==> src/rtl/cache_req_arbiter.sv <==
// rtl/cache_req_arbiter.sv - two-requester round-robin arbiter in front of a single cache port
// Lets one request through to the cache at a time and gives up on it if the cache never answers.
module cache_req_arbiter #(
  parameter int TIMEOUT_CYCLES = 64,
  parameter int CNT_W          = 16
) (
  input  logic             clk,
  input  logic             rst,
  input  logic             req0_valid,
  input  logic [31:0]      req0_addr,
  input  logic [31:0]      req0_wdata,
  input  logic             req0_rw,
  output logic             req0_ack,
  output logic [31:0]      req0_rdata,
  input  logic             req1_valid,
  input  logic [31:0]      req1_addr,
  input  logic [31:0]      req1_wdata,
  input  logic             req1_rw,
  output logic             req1_ack,
  output logic [31:0]      req1_rdata,
  output logic [31:0]      c_address,
  output logic [31:0]      c_data_in,
  output logic             c_rw,
  output logic             c_active,
  input  logic             c_ready,
  input  logic [31:0]      c_data_out,
  output logic             timeout_err,
  output logic [CNT_W-1:0] served0_cnt,
  output logic [CNT_W-1:0] served1_cnt
);

  localparam int TW = $clog2(TIMEOUT_CYCLES + 1);

  typedef enum logic [1:0] {S_IDLE, S_WAIT, S_DONE} state_t;

  state_t        r_state;
  logic          r_grant;
  logic          r_last_grant;
  logic [TW-1:0] r_timer;

  // With both requesting, favour whoever did not finish last.
  logic w_any;
  logic w_pick1;
  logic w_timeout;
  assign w_any     = req0_valid | req1_valid;
  assign w_pick1   = req1_valid & (~req0_valid | ~r_last_grant);
  assign w_timeout = (r_timer == TW'(TIMEOUT_CYCLES - 1));

  always_ff @(posedge clk or posedge rst) begin
    if (rst) begin
      r_state      <= S_IDLE;
      r_grant      <= 1'b0;
      r_last_grant <= 1'b1;
      r_timer      <= '0;
      req0_ack     <= 1'b0;
      req1_ack     <= 1'b0;
      req0_rdata   <= '0;
      req1_rdata   <= '0;
      c_address    <= '0;
      c_data_in    <= '0;
      c_rw         <= 1'b0;
      c_active     <= 1'b0;
      timeout_err  <= 1'b0;
      served0_cnt  <= '0;
      served1_cnt  <= '0;
    end else begin
      case (r_state)
        S_IDLE: begin
          if (w_any) begin
            r_grant   <= w_pick1;
            c_address <= w_pick1 ? req1_addr  : req0_addr;
            c_data_in <= w_pick1 ? req1_wdata : req0_wdata;
            c_rw      <= w_pick1 ? req1_rw    : req0_rw;
            c_active  <= 1'b1;
            r_timer   <= '0;
            r_state   <= S_WAIT;
          end
        end
        S_WAIT: begin
          // A completion on the last allowed cycle wins over the timeout.
          if (c_ready || w_timeout) begin
            r_last_grant <= r_grant;
            c_active     <= 1'b0;
            r_state      <= S_DONE;
            if (!c_ready) timeout_err <= 1'b1;
            if (r_grant) begin
              req1_ack <= 1'b1;
              if (!c_ready)   req1_rdata <= 32'hDEAD_BEEF;
              else if (!c_rw) req1_rdata <= c_data_out;
              if (c_ready && !(&served1_cnt)) served1_cnt <= served1_cnt + CNT_W'(1);
            end else begin
              req0_ack <= 1'b1;
              if (!c_ready)   req0_rdata <= 32'hDEAD_BEEF;
              else if (!c_rw) req0_rdata <= c_data_out;
              if (c_ready && !(&served0_cnt)) served0_cnt <= served0_cnt + CNT_W'(1);
            end
          end else begin
            r_timer <= r_timer + TW'(1);
          end
        end
        S_DONE: begin
          req0_ack <= 1'b0;
          req1_ack <= 1'b0;
          r_state  <= S_IDLE;
        end
        default: r_state <= S_IDLE;
      endcase
    end
  end

endmodule

==> config.mk <==
export PLATFORM = sky130hd
export DESIGN_NAME = cache_req_arbiter
export DESIGN_NICKNAME = d
export VERILOG_FILES = /design/src/rtl/cache_req_arbiter.sv
export SDC_FILE = /design/constraint.sdc
export NUM_CORES = 1
export LEC_CHECK = 0
export CORE_ASPECT_RATIO = 1.25
export CORE_UTILIZATION = 43
export CTS_CLUSTER_DIAMETER = 200
export CTS_CLUSTER_SIZE = 14
export DETAILED_ROUTE_END_ITERATION = 6
export GPL_TIMING_DRIVEN = 0
export PLACE_DENSITY = 0.89
export SLEW_MARGIN = 20
export SYNTH_ARGS = -nofsm -noshare
export SYNTH_HDL_FRONTEND = slang
export SYNTH_SLANG_ARGS = --single-unit
==> constraint.sdc <==
create_clock -name clk -period 7.13 [get_ports clk]
set_clock_uncertainty 0.1 [all_clocks]
set_input_delay 1.0695 -clock clk [delete_from_list [all_inputs] [get_ports clk]]
set_output_delay 1.0695 -clock clk [all_outputs]
set_load 0.05 [all_outputs]
Word-level counts from Yosys, hierarchy flattened. Index checks and enable logic that the tools add are counted.

$add $sub $neg: 3. Eq/ne operators: 9. Mux-type cells: 20. Bitwise gates (word level): 7. Reduce and logical (&&, ||, !) cells: 22.

Operators by type and width (number): $mux 32 (4); $add 16x1->16 const B (2); $reduce_and 16->1 (2); $reduce_and 4->1 (4); $reduce_and 3->1 (5); $mux 7 (2); $pmux 7 s2 (1); $ne 2x2->1 const B (6); $add 7x1->7 const B (1); $eq 7x6->1 const B (1); $mux 1 (7); $pmux 1 s2 (3); $reduce_and 2->1 (3); $mux 2 (2); $not 1->1 (4); $pmux 2 s2 (1); $reduce_bool 2->1 (2); $eq 2x1->1 const B (1); $eq 2x2->1 const B (1); $logic_and 1x1->1 (2); $logic_not 1->1 (2); $logic_not 2->1 (1); $or 1x1->1 (2); $and 1x1->1 (1); $logic_or 1x1->1 (1).

Register bits after elaboration: 176. Input bits: 167. Logic and storage cells: 76.

Logic depth before layout (Yosys ltp).
Depth after elaboration: 4. Gate-level depth with buffers: 7. Gate-level depth less buffers: 6.

Worst setup path before layout. OpenSTA, ideal clock, no wires.

Path type: input -> register. Start: input c_ready. End: register r_timer[5]. Arrival time: 2.405 ns. Required time: 6.953 ns. Setup slack: 4.548 ns. Cell stages on the path: 5. Cells stage by stage: buf_2 -> nor3b_1 -> o21ai_2 -> or4_1 -> a21oi_1.

Cells in the longest elaborated chain, start to end: 3.

Ends and longest elaborated chain: from (decl) (RTL line 25) `input logic c_ready,`; $logic_or 1x1->1 (RTL line 81) `if (c_ready || w_timeout) begin`; $ne 2x2->1 (no line); $reduce_and 3->1 (no line); to (signal assigned) (RTL line 98) `r_timer <= r_timer + TW'(1);`; to (decl) (RTL line 39) `logic [TW-1:0] r_timer;`.

Every way passes these cells. A chain may end at the register's enable or synchronous reset.

Worst setup path after layout.
Start: input req0_valid. End: register c_data_in[3].

Cells in the longest elaborated chain, start to end: 4. Elaborated cells on any way between the ends: 6. Classes of those cells: 1 x mux; 4 x bitwise; 1 x reduce/logical.

Ends and longest elaborated chain: from (decl) (RTL line 9) `input logic req0_valid,`; $not 1->1 (RTL line 46) `assign w_pick1 = req1_valid & (~req0_valid | ~r_last_grant);`; $or 1x1->1 (RTL line 46); $and 1x1->1 (RTL line 46); $mux 32 (RTL line 72) `c_data_in <= w_pick1 ? req1_wdata : req0_wdata;`; to (signal assigned) (RTL line 72); to (decl) (RTL line 22) `output logic [31:0] c_data_in,`.

Several ways; a longest one is shown, not always the timed one.

==> results_dict.tcl <==
set metrics [dict create \
    synthTopCellsByArea "dfrtp_1 (57%), mux2i_1 (8.7%), o32a_1 (6.3%)" \
    async_flop_share_pct 100.0 \
    port_buffers 331 \
    leakage_uw 0.004982 \
    status "completed" \
    power.density_nw_per_um2 486.3 \
    ios 332 \
    tightest_slew_ps 883.2 \
    synth_top_area_share_pct 57.47 \
    hold_viol 0 \
    dp_hpwl_mm 17.90 \
    cts_buffers 17 \
    slew_headroom_pct 40.72 \
    overflow 0 \
    drive_above_1_share_pct 5.113 \
    fmax_ghz 0.3071 \
    gp_congestion 0.8292 \
    crit_fanout 10 \
    clk_pin_slew_ps 70 \
    fin_total_pwr_uw 5737 \
    worstPathCellList "clkdlybuf4s50_1 > o21ai_1 > clkbuf_1 > clkbuf_1 > nand2_1 > o21ai_0" \
    rsz0062_at_grt "false" \
    grt_pass1_wl_mm 36.95 \
    dieArea_um2 18260 \
    die_h_um 150.8 \
    clockBufferDepth 2 \
    slowest_delay_ps 720 \
    cp-start-kind "primary input" \
    place_ws_ps 3419 \
    grt_max_degree 100 \
    ys.flop_type "dfrtp_1" \
    synthCells 653 \
    setup_violations 0 \
    synth_cell_types 52 \
    areaGrowthSynthToFinish_pct 54.83 \
    cpMaxStageDelayCell "o21ai_1" \
    die_x_um 121.1 \
    ir_drop_v 0.0002852 \
    cts.root.buffer_cell "clkbuf_16" \
    num-nets-final 1174 \
    via_per_inst 5.435 \
    syn_nets 823 \
    cp.arrival_ps 3490 \
    drv_cap 0 \
    ys_top_cells_by_count "dfrtp_1 (175), nand2_1 (84), o21ai_0 (69)" \
    cpMostUsedCell "clkbuf_1" \
    cts_tree "done" \
    fin_crit_sh_pct 45.67 \
    final_max_slew_viol_count 0 \
    wl_per_cell_um 19.18 \
    crit_type "primary input to register" \
    worst_slack_ps 3874 \
    htree_levels 4 \
    post-route-min-period_ps 3256 \
    synth_top_area_cell "dfrtp_1" \
    dr.pass1.iters 4 \
    drtIter0Drc 463 \
    antenna_found_initial 3 \
    syn_avg_cell_area_um2 11.67 \
    dp.cells 1209 \
    ys_seq_elements 176 \
    ys_warn_count 0 \
    yosysMostFrequentCell "dfrtp_1" \
    first_global_vias 6947 \
    start_util_pct 43.71 \
    grt_usage_pct 26.75 \
    row_count 54 \
    post_cts_resized 0 \
    core_region_area_um2 17430 \
    cp.required_ps 7370 \
    drt_wl_total_mm 23.92 \
    vias 6777 \
    syn_area_um2 7620 \
    clk_latency_ps 420 \
    worst_setup_path_end_kind "register" \
    synth-edff-count 0 \
    cts_hold_buf 0 \
    fin_cells 1247 \
    seq_area_frac_synth_pct 57.82 \
    drc 0 \
    clkSinkCount 176 \
    ant_nets 0 \
    cts_setup_buffers 0 \
    utilization_pct 67.68 \
    min-delay-path-class "register to register" \
    hold_ws_ps 371.8 \
]
==> path summary, 6_finish.rpt <==
path	start	endpoint	slack, ps	depth (start not counted)
max	req0_valid	c_data_in[3]$_DFFE_PP0P_	3870	6
min in group asynchronous	rst	req0_rdata[19]$_DFFE_PP0P_	1020	2
min reg2reg	timeout_err$_DFFE_PP0P_	timeout_err$_DFFE_PP0P_	370	1
min	timeout_err$_DFFE_PP0P_	timeout_err$_DFFE_PP0P_	370	1
max in group asynchronous	rst	r_last_grant$_DFFE_PP1P_	5020	3
max reg2reg	r_timer[0]$_DFFE_PP0P_	req0_rdata[2]$_DFFE_PP0P_	4600	6
==> report_power, final <==
part	internal [uW]	leakage [uW]	switching (uW)
clock	479	0.000254	386
sequential	1410	0.00214	265
combinational	1070	0.00258	2130
==> flip-flops by register name (all words and copies together), names as in the netlist, 2 cells and up <==
| signal | cells |
|---|---|
| r_timer | 7 |
| served0_cnt | 16 |
| c_data_in | 32 |
| req0_rdata | 32 |
| served1_cnt | 16 |
| r_state | 2 |
| req1_rdata | 32 |
| c_address | 32 |
==> metal layers <==
| metal | vias up | share of wire, % | wire (um) | track usage, % |
|---|---|---|---|---|
| li1 | 3135 | - | - | - |
| met1 | 3355 | 38 | 9112 | 30.54 |
| met2 | 261 | 52 | 12430 | 47.20 |
| met3 | 26 | 8.2 | 1957 | 8.622 |
| met4 | 0 | 1.8 | 422 | 8.642 |
| met5 | - | 0 | 0 | 0 |
==> final cells by class <==
class	instances	area, um^2
multi-input cells	429	3003
repair buffers	332	3341
clock buffers	22	444.2
well taps	224	280.3
clock inverters	10	90.09
fillers	1360	5634
inverters	5	26.28
flip-flops and latches	176	4405
plain buffers	43	192.7
diodes	6	15.01
==> critical path, delay by kind of cell <==
kind	cells	cell delay, ps
buffers and inverters	3	1460
AO/OA/AOI/OAI	2	820
AND/OR/NAND/NOR	1	130
==> cells in the final DEF (no fill, tap or decap), types with 4 or more instances in the layout <==
cell type,count
xor2_1,25
mux2i_1,66
clkbuf_16,17
nor4_1,10
mux2_2,4
nand4_1,11
o21ai_0,69
clkbuf_1,33
o32a_1,48
a32o_1,16
nor3_1,10
nand3_1,14
clkdlybuf4s50_1,331
diode_2,6
buf_2,10
a21oi_1,6
clkinv_2,4
and4_1,6
nand2_1,84
dfrtp_1,175
nor3b_1,5
inv_1,4
nor2_1,12
==> cell families (layout without fill, tap and decap cells) <==
kind of cell    Yosys count  after routing  synth area share, %
flops                   176            176                57.82
simple gates            173            173                11.51
compound gates          155            155                14.93
mux                      70             70                9.261
buf+inv                  48            412                2.775
xor+xnor                 28             28                3.218
fa+ha+maj                 3              3               0.4927
other cells               0              6                    0
==> metrics by stage <==
stage	cell area (um^2)	setup TNS, ps
final	11800	0
after global placement	11210	-183630
after detailed placement	11250	0
after CTS	11780	0
after floorplan	7620	0
after global routing	11790	0
Note: power is estimated with default switching activity, not from simulation.
